<file path="config.mk">
export PLATFORM = sky130hd
export DESIGN_NAME = fnd_scan_ctrl
export DESIGN_NICKNAME = d
export VERILOG_FILES = /design/src/rtl/fnd_scan_ctrl.sv
export SDC_FILE = /design/constraint.sdc
export NUM_CORES = 1
export LEC_CHECK = 0
export ABC_AREA = 1
export BUFFER_PORTS_ARGS = -buffer_cell sky130_fd_sc_hd__buf_2
export CORE_MARGIN = 1
export CORE_UTILIZATION = 63
export DETAILED_ROUTE_END_ITERATION = 16
export PLACE_DENSITY_LB_ADDON = 0.15
export SLEW_MARGIN = 20
export SYNTH_ARGS = -nofsm -noshare
export SYNTH_HDL_FRONTEND = slang
export SYNTH_SLANG_ARGS = --single-unit
</file>
<file path="constraint.sdc">
create_clock -name clk -period 7 [get_ports clk]
set_input_delay 0 -clock clk [delete_from_list [all_inputs] [get_ports clk]]
set_output_delay 0 -clock clk [all_outputs]
set_load 0.005 [all_outputs]
</file>
<file path="src/rtl/fnd_scan_ctrl.sv">
// fnd_scan_ctrl: multiplexed common-anode 7-segment scan controller.
// Scans NUM_DIGITS digits, one SCAN_DIV-cycle slot each.
// Display inputs are frozen into a snapshot at the start of every frame,
// so a frame never shows a mix of old and new values.
// Features: PWM brightness window, a dead first cycle in every slot,
// per-digit decimal point, blank and blink masks.
// Optional: define FND_LZB_EN to enable leading-zero blanking.
module fnd_scan_ctrl #(
    parameter int NUM_DIGITS   = 4,
    parameter int SCAN_DIV     = 100_000,
    parameter int BRIGHT_W     = 2,
    parameter int BLINK_FRAMES = 250
) (
    input  logic                    clk,
    input  logic                    reset_n,
    input  logic                    en,
    input  logic [4*NUM_DIGITS-1:0] digits,
    input  logic [NUM_DIGITS-1:0]   dp_mask,
    input  logic [NUM_DIGITS-1:0]   blank_mask,
    input  logic [NUM_DIGITS-1:0]   blink_mask,
    input  logic [BRIGHT_W-1:0]     brightness,
    output logic [7:0]              fnd_data,
    output logic [NUM_DIGITS-1:0]   fnd_com,
    output logic                    frame_start
);

    localparam int SW = $clog2(SCAN_DIV);
    localparam int DW = $clog2(NUM_DIGITS);
    localparam int FW = (BLINK_FRAMES > 1) ? $clog2(BLINK_FRAMES) : 1;
    localparam logic [31:0] STEP = 32'(SCAN_DIV >> BRIGHT_W);

    logic [SW-1:0]           slot_cnt_q, slot_cnt_d;
    logic [DW-1:0]           dig_idx_q, dig_idx_d;
    logic [FW-1:0]           frame_cnt_q, frame_cnt_d;
    logic                    blink_phase_q, blink_phase_d;

    logic [4*NUM_DIGITS-1:0] snap_digits_q, snap_digits_d;
    logic [NUM_DIGITS-1:0]   snap_dp_q, snap_dp_d;
    logic [NUM_DIGITS-1:0]   snap_blank_q, snap_blank_d;
    logic [NUM_DIGITS-1:0]   snap_blink_q, snap_blink_d;
    logic [BRIGHT_W-1:0]     snap_bright_q, snap_bright_d;
    logic                    snap_phase_q, snap_phase_d;

    logic [7:0]              fnd_data_q, fnd_data_d;
    logic [NUM_DIGITS-1:0]   fnd_com_q, fnd_com_d;
    logic                    frame_start_q, frame_start_d;

    // Snapshot as seen by this cycle's decode: on the capture cycle the
    // live inputs are used so digit 0 of the new frame is already correct.
    logic                    cap;
    logic [4*NUM_DIGITS-1:0] eff_digits;
    logic [NUM_DIGITS-1:0]   eff_dp, eff_blank, eff_blink, lzb;
    logic [BRIGHT_W-1:0]     eff_bright;
    logic                    eff_phase;
    logic [31:0]             on_hi, slot_ext;
    logic                    in_win, dark;
    logic [3:0]              cur_val;

    function automatic logic [7:0] seg_decode(input logic [3:0] v);
        case (v)
            4'h0: seg_decode = 8'hC0;
            4'h1: seg_decode = 8'hF9;
            4'h2: seg_decode = 8'hA4;
            4'h3: seg_decode = 8'hB0;
            4'h4: seg_decode = 8'h99;
            4'h5: seg_decode = 8'h92;
            4'h6: seg_decode = 8'h82;
            4'h7: seg_decode = 8'hF8;
            4'h8: seg_decode = 8'h80;
            4'h9: seg_decode = 8'h90;
            4'hA: seg_decode = 8'h88;
            4'hB: seg_decode = 8'h83;
            4'hC: seg_decode = 8'hC6;
            4'hD: seg_decode = 8'hA1;
            4'hE: seg_decode = 8'h86;
            default: seg_decode = 8'h8E;
        endcase
    endfunction

    // Slot/digit scan counters plus per-frame snapshot and blink bookkeeping.
    always_comb begin
        cap           = (slot_cnt_q == '0) && (dig_idx_q == '0);
        slot_cnt_d    = slot_cnt_q + 1'b1;
        dig_idx_d     = dig_idx_q;
        frame_cnt_d   = frame_cnt_q;
        blink_phase_d = blink_phase_q;
        snap_digits_d = snap_digits_q;
        snap_dp_d     = snap_dp_q;
        snap_blank_d  = snap_blank_q;
        snap_blink_d  = snap_blink_q;
        snap_bright_d = snap_bright_q;
        snap_phase_d  = snap_phase_q;
        if (slot_cnt_q == SW'(SCAN_DIV - 1)) begin
            slot_cnt_d = '0;
            dig_idx_d  = (dig_idx_q == DW'(NUM_DIGITS - 1)) ? '0 : dig_idx_q + 1'b1;
        end
        if (cap) begin
            snap_digits_d = digits;
            snap_dp_d     = dp_mask;
            snap_blank_d  = blank_mask;
            snap_blink_d  = blink_mask;
            snap_bright_d = brightness;
            // The phase in force now belongs to the frame being captured.
            snap_phase_d  = blink_phase_q;
            if (frame_cnt_q == FW'(BLINK_FRAMES - 1)) begin
                frame_cnt_d   = '0;
                blink_phase_d = ~blink_phase_q;
            end else begin
                frame_cnt_d = frame_cnt_q + 1'b1;
            end
        end
    end

    // Effective frame settings for the decode below.
    always_comb begin
        eff_digits = cap ? digits        : snap_digits_q;
        eff_dp     = cap ? dp_mask       : snap_dp_q;
        eff_blank  = cap ? blank_mask    : snap_blank_q;
        eff_blink  = cap ? blink_mask    : snap_blink_q;
        eff_bright = cap ? brightness    : snap_bright_q;
        eff_phase  = cap ? blink_phase_q : snap_phase_q;
    end

`ifdef FND_LZB_EN
    logic lz_run;
    // Leading-zero run from the top digit down; a dp anywhere in the run ends it.
    always_comb begin
        lz_run = 1'b1;
        lzb    = '0;
        for (int i = NUM_DIGITS - 1; i >= 1; i--) begin
            lz_run = lz_run & (eff_digits[i*4 +: 4] == 4'h0) & ~eff_dp[i];
            lzb[i] = lz_run;
        end
    end
`else
    assign lzb = '0;
`endif

    // Segment/common decode; slot cycle 0 is never inside the on-window.
    always_comb begin
        slot_ext      = 32'(slot_cnt_q);
        on_hi         = (32'(eff_bright) + 32'd1) * STEP - 32'd1;
        in_win        = (slot_ext != 32'd0) && (slot_ext <= on_hi);
        cur_val       = eff_digits[{dig_idx_q, 2'b00} +: 4];
        dark          = eff_blank[dig_idx_q] | (eff_phase & eff_blink[dig_idx_q]) |
                        lzb[dig_idx_q];
        fnd_data_d    = seg_decode(cur_val);
        if (eff_dp[dig_idx_q]) fnd_data_d[7] = 1'b0;
        if (dark) fnd_data_d = 8'hFF;
        fnd_com_d     = '1;
        if (en && in_win) fnd_com_d[dig_idx_q] = 1'b0;
        frame_start_d = cap;
    end

    // State and registered outputs.
    always_ff @(posedge clk or negedge reset_n) begin
        if (!reset_n) begin
            slot_cnt_q    <= '0;
            dig_idx_q     <= '0;
            frame_cnt_q   <= '0;
            blink_phase_q <= 1'b0;
            snap_digits_q <= '0;
            snap_dp_q     <= '0;
            snap_blank_q  <= '0;
            snap_blink_q  <= '0;
            snap_bright_q <= '0;
            snap_phase_q  <= 1'b0;
            fnd_data_q    <= 8'hFF;
            fnd_com_q     <= '1;
            frame_start_q <= 1'b0;
        end else begin
            slot_cnt_q    <= slot_cnt_d;
            dig_idx_q     <= dig_idx_d;
            frame_cnt_q   <= frame_cnt_d;
            blink_phase_q <= blink_phase_d;
            snap_digits_q <= snap_digits_d;
            snap_dp_q     <= snap_dp_d;
            snap_blank_q  <= snap_blank_d;
            snap_blink_q  <= snap_blink_d;
            snap_bright_q <= snap_bright_d;
            snap_phase_q  <= snap_phase_d;
            fnd_data_q    <= fnd_data_d;
            fnd_com_q     <= fnd_com_d;
            frame_start_q <= frame_start_d;
        end
    end

    assign fnd_data    = fnd_data_q;
    assign fnd_com     = fnd_com_q;
    assign frame_start = frame_start_q;

endmodule

</file>
# --- Yosys cells after proc, flatten, opt, wreduce, memory -nomap -nowiden ---
# Memory sizes are Yosys's and may differ from the RTL's.
# Index checks and enable logic that the tools add are counted.
classes:
  add_sub_neg: 5
  mul: 1
  magnitude_cmp: 3
  n_eq_ne: 3
  shifts: 1
  n_mux: 22
  bitwise: 5
  reduce_logical: 8
ops:
  columns: ["cell", "n"]
  rows:
  - ["$le 17x32->1", 1]
  - ["$sub 18x1->19 const B", 1]
  - ["$add 17x1->17 const B", 1]
  - ["$eq 17x17->1 const B", 1]
  - ["$logic_not 17->1", 1]
  - ["$mux 17", 1]
  - ["$reduce_bool 17->1", 1]
  - ["$mux 16", 1]
  - ["$mux 4", 4]
  - ["$mux 8", 2]
  - ["$shiftx 16x5->4", 1]
  - ["$mul 3x12->15 const B", 1]
  - ["$add 8x1->8 const B", 1]
  - ["$bmux 1 s2", 4]
  - ["$eq 8x8->1 const B", 1]
  - ["$mux 1", 7]
  - ["$logic_and 1x1->1", 4]
  - ["$mux 2", 2]
  - ["$not 4->4", 1]
  - ["$add 2x1->3 const B", 1]
  - ["$lt 2x3->1 const B", 1]
  - ["$add 2x1->2 const B", 1]
  - ["$demux 1 s2", 1]
  - ["$eq 2x2->1 const B", 1]
  - ["other kinds (6)", 7]
totals:
  ff_bits: 72
  rom_bits: 112
  in_bits: 33
  out_inout_bits: 13
  n_memories: 1
mem_list:
  columns: ["memory", "words", "word_bits", "read_ports", "rd_clocked_by_memory_dff", "write_ports", "line", "source"]
  rows:
  - ["(no name shown)", 16, 7, 1, 0, 0, "60", "case (v)"]

# --- Depth between registers and ports, before layout ---
# Gate-level depths: netlist of the first run.
logic_depth:
  word_depth: 10
  mapped_depth: 23

# --- Worst setup path after synthesis of the first run ---
# No wires, ideal clock.
synth_timing:
  path_type: "reg-to-reg"
  from: "register dig_idx_q[1]"
  to: "register fnd_com_q[0], in the netlist fnd_com[0]"
  arrival_ps: 3803
  t_required_ps: 6906
  setup_slack_ps: 3104
  stages_incl_launch_ff: 22
  path_buffers: 4
  period_less_slack_ps: 3896
  cell_sequence: "dfrtp_1 -> buf_2 -> inv_1 -> clkbuf_1 -> ha_1 -> nand3_4 -> buf_6 -> buf_6 -> o21ai_0 -> inv_1 -> ha_1 -> o21a_1 -> a41oi_1 -> ha_1 -> a21oi_1 -> o21ai_0 -> nand4_1 -> o2111ai_1 -> nand2_1 -> nand2_1 -> nand2_1 -> nand3_1"
synth_via:
  elab_chain_len: 10
  elab_cells_between_ends: 16
  classes_between: "add/sub (2); mul (1); order compare (3); mux (4); bitwise (1); reduce/logical (5)"
synth_rtl:
  columns: ["item", "line", "source"]
  rows:
  - ["start: declaration", "33", "logic [DW-1:0] dig_idx_q, dig_idx_d;"]
  - ["start signal: assignment", "173", "dig_idx_q <= dig_idx_d;"]
  - ["$logic_not 2->1", "82", "cap = (slot_cnt_q == '0) && (dig_idx_q == '0);"]
  - ["$logic_and 1x1->1", "82", null]
  - ["$mux 2", null, null]
  - ["via eff_bright[0]", "53", "logic [BRIGHT_W-1:0] eff_bright;"]
  - ["$add 2x1->3", "142", "on_hi = (32'(eff_bright) + 32'd1) * STEP - 32'd1;"]
  - ["$mul 3x12->15", "142", null]
  - ["$sub 18x1->19", "142", null]
  - ["$le 17x32->1", "143", "in_win = (slot_ext != 32'd0) && (slot_ext <= on_hi);"]
  - ["$logic_and 1x1->1", "143", null]
  - ["$logic_and 1x1->1", "151", "if (en && in_win) fnd_com_d[dig_idx_q] = 1'b0;"]
  - ["$mux 4", "151", null]
  - ["via fnd_com_d[0]", "45", "logic [NUM_DIGITS-1:0] fnd_com_q, fnd_com_d;"]
  - ["end signal: assignment", "183", "fnd_com_q <= fnd_com_d;"]
  - ["end: declaration", "45", null]
# The timed path passes the listed nets, and every way through them passes these cells.
# A chain may end at the register's enable or synchronous reset.

# --- Final worst setup path of the first run ---
layout_timing:
  from: "register dig_idx_q[0]"
  to: "register fnd_com_q[0], in the netlist fnd_com[0]"
# Same word-level chain as after synthesis.

==> results.toml, run 1 <==
[logic_synthesis]
ys_seq_area_share_pct = 43.5
synth_most_common_cell = "nand2_1"
avgSynthCellArea_um2 = 7.85
syn_area_mm2 = 0.00418
ys_ff_latch = 72
yosys.area.top_type = "dfrtp_1"
synth_top_area_share_pct = 35.9
synth_edf_count = 0
ys_top_cells_by_count = "148 x nand2_1, 61 x inv_1, 60 x dfrtp_1, 54 x nor2_1, 52 x nand3_1"
synthTopCellsByArea = "dfrtp_1 36%, nand2_1 13%, ha_1 9.6%, dfstp_2 7.5%, nand3_1 6.2%"
syn_nets = 597
synth_cell_types = 39
syn_inst = 532
yosysWarnings = 0
synth_ff_type = "dfrtp_1"
synthArstFlopShare_pct = 100

[placed_design]
dp_hpwl_mm = 6.65
gp_congestion = 1.01
placed_cells = 644
io_buffers = 45

[timing]
finalSetupViolations = 0
period_needed_ns = 5.07
hold_violations = 0
slew_headroom_pct = 40.1
fin_tns_setup_ns = 0
max_freq_mhz = 197
worst_pin_slew_ns = 0.898
clock_skew_ns = 0.00927
rsz0062_at_grt = "false"
slew_violations = 0
period_share_pct = 72.5

[routing]
wire_per_inst_um = 13.8
drt_wl_total_mm = 9.49
vias = 3726
ant_nets = 0
drtIter0Drc = 195
first_pass_iters = 5
via_per_inst = 5.44
drc = 0

[floorplan]
die_w_um = 83.4
start_util_pct = 65.4
rows = 29
core-area_mm2 = 0.00639
io_pins = 46
die_h_um = 83.4
die_area_mm2 = 0.00696

[clocking]
h-tree-depth = 3
tritoncts = "yes"
cts_root_buffer = "clkbuf_8"
cts.clk_slew.worst_paths_ns = 0.07
cts_num_sinks = 72
cts_made_buffers = 9
cts_setup_buffers = 0
clockBufferDepth = 2
clk_latency_ns = 0.35

[worst_setup_path]
cp_data_required_time_ns = 7.26
path_class = "flop to flop"
crit_fanout = 31
crit_path_start_kind = "flop"
cp-end-kind = "flop"
worstPathArrival_ns = 5.33

[cells_and_area]
fin_nets = 668
seq_area_mm2 = 0.00182
multiInputGateArea_mm2 = 0.00204
drive_gt1_share_pct = 15.5
fill_cells = 481
area_growth_pct = 16.4
diodes = 0
final_cells = 685

[grt]
grt-busiest-layer = "met2"
grtUsageMet3_pct = 4.77
grt_use_total_pct = 29.5
gr-usage-met1_pct = 38.3
grt_pass1_wl_mm = 16.1
grt_pass1_vias = 3589
use_met2_pct = 49.0
antenna_found_initial = 0
grt_overflow = 0
grt_max_degree = 73

[run_status]
run_status = "complete, no violations"

[power_and_ir_drop]
ir_worst_vdd_uv = 125
total_power_uw = 810
pwr_density_cell_mw_per_mm2 = 167
leakagePower_nw = 2.50

[min_path]
min_path_type = "primary input to flop"

[flow_run]
maxCapViolCount = 0
-- placed cells by master (no fill, tap or decap), types with 3 or more instances in the layout --
cell type / netlist / final
dfrtp_1: 60 / 60
o21ai_0: 17 / 17
o21a_1: 4 / 4
buf_2: 4 / 45
nand3_2: 3 / 3
nand4_1: 15 / 15
inv_1: 61 / 61
inv_2: 3 / 3
nand2_2: 7 / 7
nand2_1: 148 / 148
dfstp_2: 12 / 12
nand3_1: 52 / 52
a21oi_1: 16 / 16
ha_1: 32 / 32
clkbuf_8: 0 / 11
dlygate4sd3_1: 0 / 25
nor2_1: 54 / 54
nor2_2: 3 / 3
nor3_1: 7 / 7
-- power breakdown --
| part | switching (mW) | total, mW | internal (mW) |
|---|---|---|---|
| clock network | 0.151 | 0.298 | 0.147 |
| registers | 0.00345 | 0.435 | 0.431 |
| logic | 0.0440 | 0.0777 | 0.0337 |
| total | 0.198 | 0.810 | 0.612 |
-- through the flow --
stage               hold slack, ns  instance area, um^2  util, %  worst slack [ns]
finish                     0.00546                 4860     76.1              1.93
global route                0.0143                 4860     76.1              1.46
CTS                       0.000769                 4860     76.1              2.02
detailed placement           0.228                 4430     69.4              2.04
global placement             0.223                 4430     69.4              2.26
floorplan                   -0.296                 4180        -              3.10
-- critical path, stage by stage, from the launching register on --
cell	delay (ns)
dfrtp_1	0.73
inv_1	0.40
ha_1	0.52
nand3_4	0.40
inv_2	0.25
or2_2	0.32
o21ai_0	0.28
inv_1	0.30
ha_1	0.39
o21a_1	0.19
a41oi_1	0.17
ha_1	0.28
a21oi_1	0.14
o21ai_0	0.09
nand4_1	0.08
o2111ai_1	0.11
nand2_1	0.08
nand2_1	0.04
nand2_1	0.11
nand3_1	0.09
-- cell type report --
class                           instances  area share [%]
Clock buffer                           13            3.27
Clock inverter                          3           0.360
Inverter                               65            5.02
Multi-Input combinational cell        384            42.0
Sequential cell                        72            37.4
Tap cell                               77            1.98
Timing Repair Buffer                   71            9.94
-- logic make-up (layout without fill, tap and decap cells) --
kind of cell / count (synthesis) / count (layout) / synth area share, %
compound gates: 51 / 51 / 7.10
xor+xnor: 2 / 2 / 0.419
fa+ha+maj: 32 / 32 / 9.59
buf+inv: 76 / 152 / 7.58
flops: 72 / 72 / 43.5
mux: 1 / 1 / 0.270
other cells: 1 / 1 / 0.0898
simple gates: 297 / 297 / 31.5
-- per-layer routing --
layer  up-vias  part of all wire [%]
met3        23                   5.5
met1      1712                    43
met2       126                    49
met5         -                     0
li1       1865                     -
met4         0                   2.5
-- path summary, 6_finish.rpt --
check	from	endpoint	slack (ns)	cells past startpoint
worst max-delay path	dig_idx_q[0]$_DFFE_PN0N_	fnd_com[0]$_DFF_PN1_	1.93	19
worst min-delay path	digits[13]	snap_digits_q[13]$_DFF_PN0_	0.005	5
worst max register to register	dig_idx_q[0]$_DFFE_PN0N_	fnd_com[0]$_DFF_PN1_	1.93	19
worst min register to register	blink_phase_q$_DFFE_PN0P_	blink_phase_q$_DFFE_PN0P_	0.47	1
max in group asynchronous	reset_n	slot_cnt_q[12]$_DFF_PN0_	6.03	3
min in group asynchronous	reset_n	frame_cnt_q[3]$_DFFE_PN0N_	0.37	3
-- sequential cells by signal (all words and copies together), names as in the netlist --
name	count
frame_cnt_q	8
frame_start	1
fnd_com	4
fnd_data	8
snap_digits_q	16
snap_phase_q	1
snap_bright_q	2
snap_dp_q	4
dig_idx_q	2
slot_cnt_q	17
snap_blink_q	4
blink_phase_q	1
snap_blank_q	4
-- what timing repair did --
action / 4_1_cts / 5_1_grt
hold endpoints to repair: 84 / 0
gates resized for setup: 0 / 0
hold buffers: 25 / 0
(Power assumes the default switching activity.)
==> run 2: changes to the inputs <==
CORE_UTILIZATION = 59   (was 63)
clock period = 5 ns   (was 7 ns; I/O delays follow)
==> run 2 against run 1 <==
  * Maximum frequency up 15%
  * Global-route usage down 1.6 points
  * Cell count up 3.8%
  * Clock skew down 0.00058 ns
  * Die area up 6.6%
  * First-iteration DRC count down 1.5%
  * Largest power group unchanged
==> results.toml, run 2 (synthesis results as in run 1) <==
[flow_run]
maxCapViolCount = 0

[worst_setup_path]
reg2reg_depth = 17
crit_path_start_kind = "flop"
path_buf_inv = 2
rr_endpoint = "fnd_com[3]$_DFF_PN1_"
path_class = "flop to flop"
critPathTopFamily = "compound AO/OA/AOI/OAI gates"
crit_start = "dig_idx_q[1]$_DFFE_PN0N_"
cp_data_required_time_ns = 5.26
crit_fanout = 31
r2r-start = "dig_idx_q[1]$_DFFE_PN0N_"
worstSetupEndpoint = "fnd_com[3]$_DFF_PN1_"
crit_path_cell_trace = "inv_1 > ha_1 > nand3_4 > o21ai_0 > inv_1 > ha_1 > o21a_1 > a41oi_1 > ha_1 > a21oi_1 > o21ai_0 > nand4_1 > o2111ai_1 > nand2_1 > nand2_1 > nand2_1 > nand3_1"
critical_path.max_stage_delay_ns = 0.72
path_depth = 17
cp-end-kind = "flop"
cp_slowest_cell = "o21ai_0"
worstPathArrival_ns = 4.68
rrSetupSlack_ns = 0.58

[clocking]
clockBufferDepth = 2
cts_num_sinks = 72
tritoncts = "yes"
cts_made_buffers = 9
cts_root_buffer = "clkbuf_8"
clk_latency_ns = 0.35
cts_setup_buffers = 0
h-tree-depth = 3
cts.clk_slew.worst_paths_ns = 0.07

[power_and_ir_drop]
total_power_mw = 1.17
leakagePower_nw = 2.55
ir_worst_vdd_uv = 139
pwr_density_cell_mw_per_mm2 = 236
power.share.sequential_pct = 51.9
p_int_uw = 882
pwr-share-comb_pct = 9.5
power_frac_clock_pct = 38.6
p_sw_share_pct = 24.6
net-switching-power_uw = 288

[cells_and_area]
reg.largest.list = "slot_cnt_q (17), snap_digits_q (16)"
multiInputGateArea_mm2 = 0.00204
area_growth_pct = 18.8
fin_nets = 675
seq_area_mm2 = 0.00182
layout_common_cells = "148 x nand2_1, 61 x inv_1, 60 x dfrtp_1"
largest_register_ff_count = 17
final_common_cell = "nand2_1"
top_register = "slot_cnt_q"
diodes = 0
drive_gt1_share_pct = 16.3
fill_cells = 536

[routing]
drtIter0Drc = 192
vias = 3815
first_pass_iters = 5
ant_nets = 0
drt_wl_total_mm = 9.70
drc = 0
wire_per_inst_um = 13.6
via_per_inst = 5.37

[grt]
grt_use_total_pct = 28.0
antenna_found_initial = 0
grt_pass1_wl_mm = 16.0
grt_overflow = 0
grt_pass1_vias = 3630
grt_max_degree = 50

[timing]
hold_violations = 0
rsz0062_at_grt = "false"
max_freq_mhz = 226
fin_tns_setup_ns = 0
fin_ws_ns = 0.583
period_needed_ns = 4.42
finalSetupViolations = 0
clock_skew_ns = 0.00869
slew_violations = 0
slew_headroom_pct = 50.6
period_share_pct = 88.3
worst_pin_slew_ns = 0.733

[min_path]
hold_depth = 5
min_path_type = "primary input to flop"

[floorplan]
die_area_mm2 = 0.00742
die_h_um = 86.1
core-area_mm2 = 0.00683
rows = 30
io_pins = 46
die_w_um = 86.1
start_util_pct = 61.1

[placed_design]
pre_cts_slack_ns = 0.728
gp_congestion = 0.943
io_buffers = 45
dp_hpwl_mm = 6.77

[run_status]
run_status = "complete, no violations"
[run 2: changes by cell type in the layout (fill, tap and decap cells not counted), sizes merged]
| cell | previous run | this run |
|---|---|---|
| bufinv | 0 | 1 |
| dlygate4sd3 | 25 | 28 |
| buf | 46 | 50 |
| inv | 64 | 65 |
| clkbuf | 13 | 9 |
| clkinv | 3 | 5 |
[run 2: worst reg2reg max path, stage by stage (launching register included)]
cell and delay, ns:
dfrtp_1 0.53, inv_1 0.37, ha_1 0.29, nand3_4 0.32, o21ai_0 0.73, inv_1 0.28, ha_1 0.38, o21a_1 0.19
a41oi_1 0.20, ha_1 0.28, a21oi_1 0.15, o21ai_0 0.10, nand4_1 0.07, o2111ai_1 0.11, nand2_1 0.08, nand2_1 0.05
nand2_1 0.11, nand3_1 0.09
[run 2: worst min-delay path by stage]
stage | to | startpoint | slack, ns
4_1_cts | snap_digits_q[13]$_DFF_PN0_ | digits[13] | 0.002
2_1_floorplan | blink_phase_q$_DFFE_PN0P_ | reset_n | -0.30
3_3_place_gp | frame_cnt_q[0]$_DFFE_PN0N_ | reset_n | 0.001
6_report | snap_digits_q[13]$_DFF_PN0_ | digits[13] | 0.01
3_5_place_dp | frame_cnt_q[0]$_DFFE_PN0N_ | reset_n | 0.01
5_1_grt | snap_digits_q[13]$_DFF_PN0_ | digits[13] | 0.05
[run 2: through the flow]
| step | utilization, % | area, um^2 | instances | hold slack, ns |
|---|---|---|---|---|
| after CTS | 72.6 | 4960 | 711 | 0.00150 |
| after detailed placement | 65.7 | 4490 | 667 | 0.0105 |
| final | 72.6 | 4960 | 711 | 0.0134 |
| after global routing | 72.6 | 4960 | 711 | 0.0462 |
| after global placement | 65.7 | 4490 | 667 | 0.00110 |
| after floorplan | - | 4180 | 532 | -0.296 |
[run 2: power groups by stage]
| stage | sequential (mW) | combinational [mW] | clock, mW |
|---|---|---|---|
| 6_report | 0.608 | 0.111 | 0.451 |
| 5_1_grt | 0.609 | 0.126 | 0.490 |
| 4_1_cts | 0.608 | 0.111 | 0.462 |
| 3_5_place_dp | 0.619 | 0.0928 | 0 |
| 3_3_place_gp | 0.618 | 0.0913 | 0 |
| 2_1_floorplan | 0.619 | 0.0488 | 0 |
[run 2: layer usage]
layer / track usage [%] / vias up / wire [um]
met3: 3.85 / 21 / 451
li1: - / 1878 / -
met1: 36.5 / 1804 / 4480
met2: 46.6 / 112 / 4530
met4: 12.3 / 0 / 247
met5: 0 / - / 0
[run 2: what timing repair did]
action | in CTS | in global routing
endpoints found under the hold margin | 50 | 0
setup endpoints to repair | 0 | 0
gates resized for setup | 0 | 0
hold buffers | 28 | 0
[run 2: area by class of cell]
cell class	count	area share [%]
inverter	65	4.92
clock buffer	9	2.50
multi-input combinational	384	41.2
timing repair buffer	78	10.9
tap	96	2.42
clock inverter	7	1.41
sequential	72	36.6
==> run 3: changes to the inputs <==
RECOVER_POWER = 50   (was default)
==> run 3 against run 2 <==
  * The run now ends with capacitance limit, slew limit left
  * Worst hold slack is essentially flat
  * Clock power is essentially flat
  * Die area is the same
  * Combinational power is essentially flat
  * Global-route usage is the same
  * Clock skew is essentially flat
  * Sequential share of layout area grew 0.056 points
  * Largest cell class unchanged
  * Largest power group unchanged
==> results.toml, run 3 (synthesis results as in run 1) <==
[run_status]
run_status = "finished with violations"
violations = "capacitance limit, slew limit"

[grt]
grt_overflow = 0
grt_max_degree = 50
grt_use_total_pct = 28.0
grt_pass1_wl_mm = 16.0
grt_pass1_vias = 3630
antenna_found_initial = 0

[worst_setup_path]
critPathTopFamily = "compound AO/OA/AOI/OAI gates"
rrSetupSlack_ns = 0.58
path_buf_inv = 2
cp_slowest_cell = "o21ai_0"
cp_data_required_time_ns = 5.26
crit_path_cell_trace = "inv_1 > ha_1 > nand3_4 > o21ai_0 > inv_1 > ha_1 > o21a_1 > a41oi_1 > ha_1 > a21oi_1 > o21ai_0 > nand4_1 > o2111ai_1 > nand2_1 > nand2_1 > nand2_1 > nand3_1"
worstPathArrival_ns = 4.69
crit_path_start_kind = "flop"
path_class = "flop to flop"
cp-end-kind = "flop"
crit_fanout = 31
critical_path.max_stage_delay_ns = 0.72

[timing]
period_share_pct = 88.5
finalSetupViolations = 0
max_freq_mhz = 226
fin_ws_ns = 0.576
slew_headroom_pct = -66.9
rsz0062_at_grt = "false"
period_needed_ns = 4.42
fin_tns_setup_ns = 0
hold_violations = 0
holdWs_ns = 0.0136
slew_violations = 50
clock_skew_ns = 0.00868
worst_pin_slew_ns = 2.50

[cells_and_area]
fin_nets = 675
reg.largest.list = "slot_cnt_q (17), snap_digits_q (16)"
multiInputGateArea_mm2 = 0.00204
area_growth_pct = 18.6
drive_gt1_share_pct = 15.6
fill_cells = 536
diodes = 0
final_common_cell = "nand2_1"
design_area_mm2 = 0.00495
utilization_pct = 72.5
layout_common_cells = "148 x nand2_1, 61 x inv_1, 60 x dfrtp_1"
seq_area_mm2 = 0.00182
largest_register_ff_count = 17
final_cells = 711
top_register = "slot_cnt_q"

[clocking]
tritoncts = "yes"
clk_latency_ns = 0.35
cts_made_buffers = 9
h-tree-depth = 3
post_cts_resized = 0
clockBufferDepth = 2
cts_num_sinks = 72
cts_hold_buf = 28
cts_setup_buffers = 0
cts.clk_slew.worst_paths_ns = 0.07
cts_root_buffer = "clkbuf_8"

[routing]
via_per_inst = 5.37
ant_nets = 0
drt_wl_total_mm = 9.72
first_pass_iters = 5
drc = 0
vias = 3817
drtIter0Drc = 192
wire_per_inst_um = 13.7

[floorplan]
rows = 30
io_pins = 46
core-area_mm2 = 0.00683
die_area_mm2 = 0.00742
start_util_pct = 61.1
die_w_um = 86.1
die_h_um = 86.1

[min_path]
min_path_type = "primary input to flop"

[power_and_ir_drop]
total_power_mw = 1.17
leakagePower_nw = 2.54
pwr_density_cell_mw_per_mm2 = 236
ir_worst_vdd_uv = 139

[placed_design]
placed_cells = 667
post_dp_cell_area_mm2 = 0.00449
pre_cts_slack_ns = 0.728
gp_congestion = 0.943
io_buffers = 45
dp_hpwl_mm = 6.77

[flow_run]
maxCapViolCount = 1
## run 3: cell count changes in the layout (fill, tap and decap cells not counted), sizes merged
cell / change
buf: -4
clkbuf: +4
## run 3: path summary, 6_finish.rpt
path / from / to / cells past startpoint
max in group asynchronous: reset_n / slot_cnt_q[2]$_DFF_PN0_ / 3
min: digits[13] / snap_digits_q[13]$_DFF_PN0_ / 5
max: dig_idx_q[1]$_DFFE_PN0N_ / fnd_com[3]$_DFF_PN1_ / 17
max reg2reg: dig_idx_q[1]$_DFFE_PN0N_ / fnd_com[3]$_DFF_PN1_ / 17
min in group asynchronous: reset_n / frame_cnt_q[5]$_DFFE_PN0N_ / 2
min reg2reg: blink_phase_q$_DFFE_PN0P_ / blink_phase_q$_DFFE_PN0P_ / 1
## run 3: final cells by class
cell class              count  share of cell area [%]
flip-flops and latches     72                    36.7
clock inverters             7                    1.41
repair buffers             78                    10.8
multi-input cells         384                    41.2
inverters                  65                    4.93
clock buffers               9                    2.50
well taps                  96                    2.42
## run 3: tightest hold or removal path, stage by stage
cell,delay [ns]
buf_2,0.08
inv_1,0.04
nand4_1,0.10
nand2_1,0.07
inv_1,0.05
## run 3: report_power, final
part	leakage [nW]	switching, mW	internal (mW)
sequential	0.876	0.00485	0.603
combinational	1.56	0.0621	0.0487
clock	0.0994	0.221	0.230
## run 3: routing by layer
layer	global-route usage, %	wire length (um)
met1	36.5	4520
met2	46.6	4530
met3	3.85	426
met4	12.3	238
met5	0	0
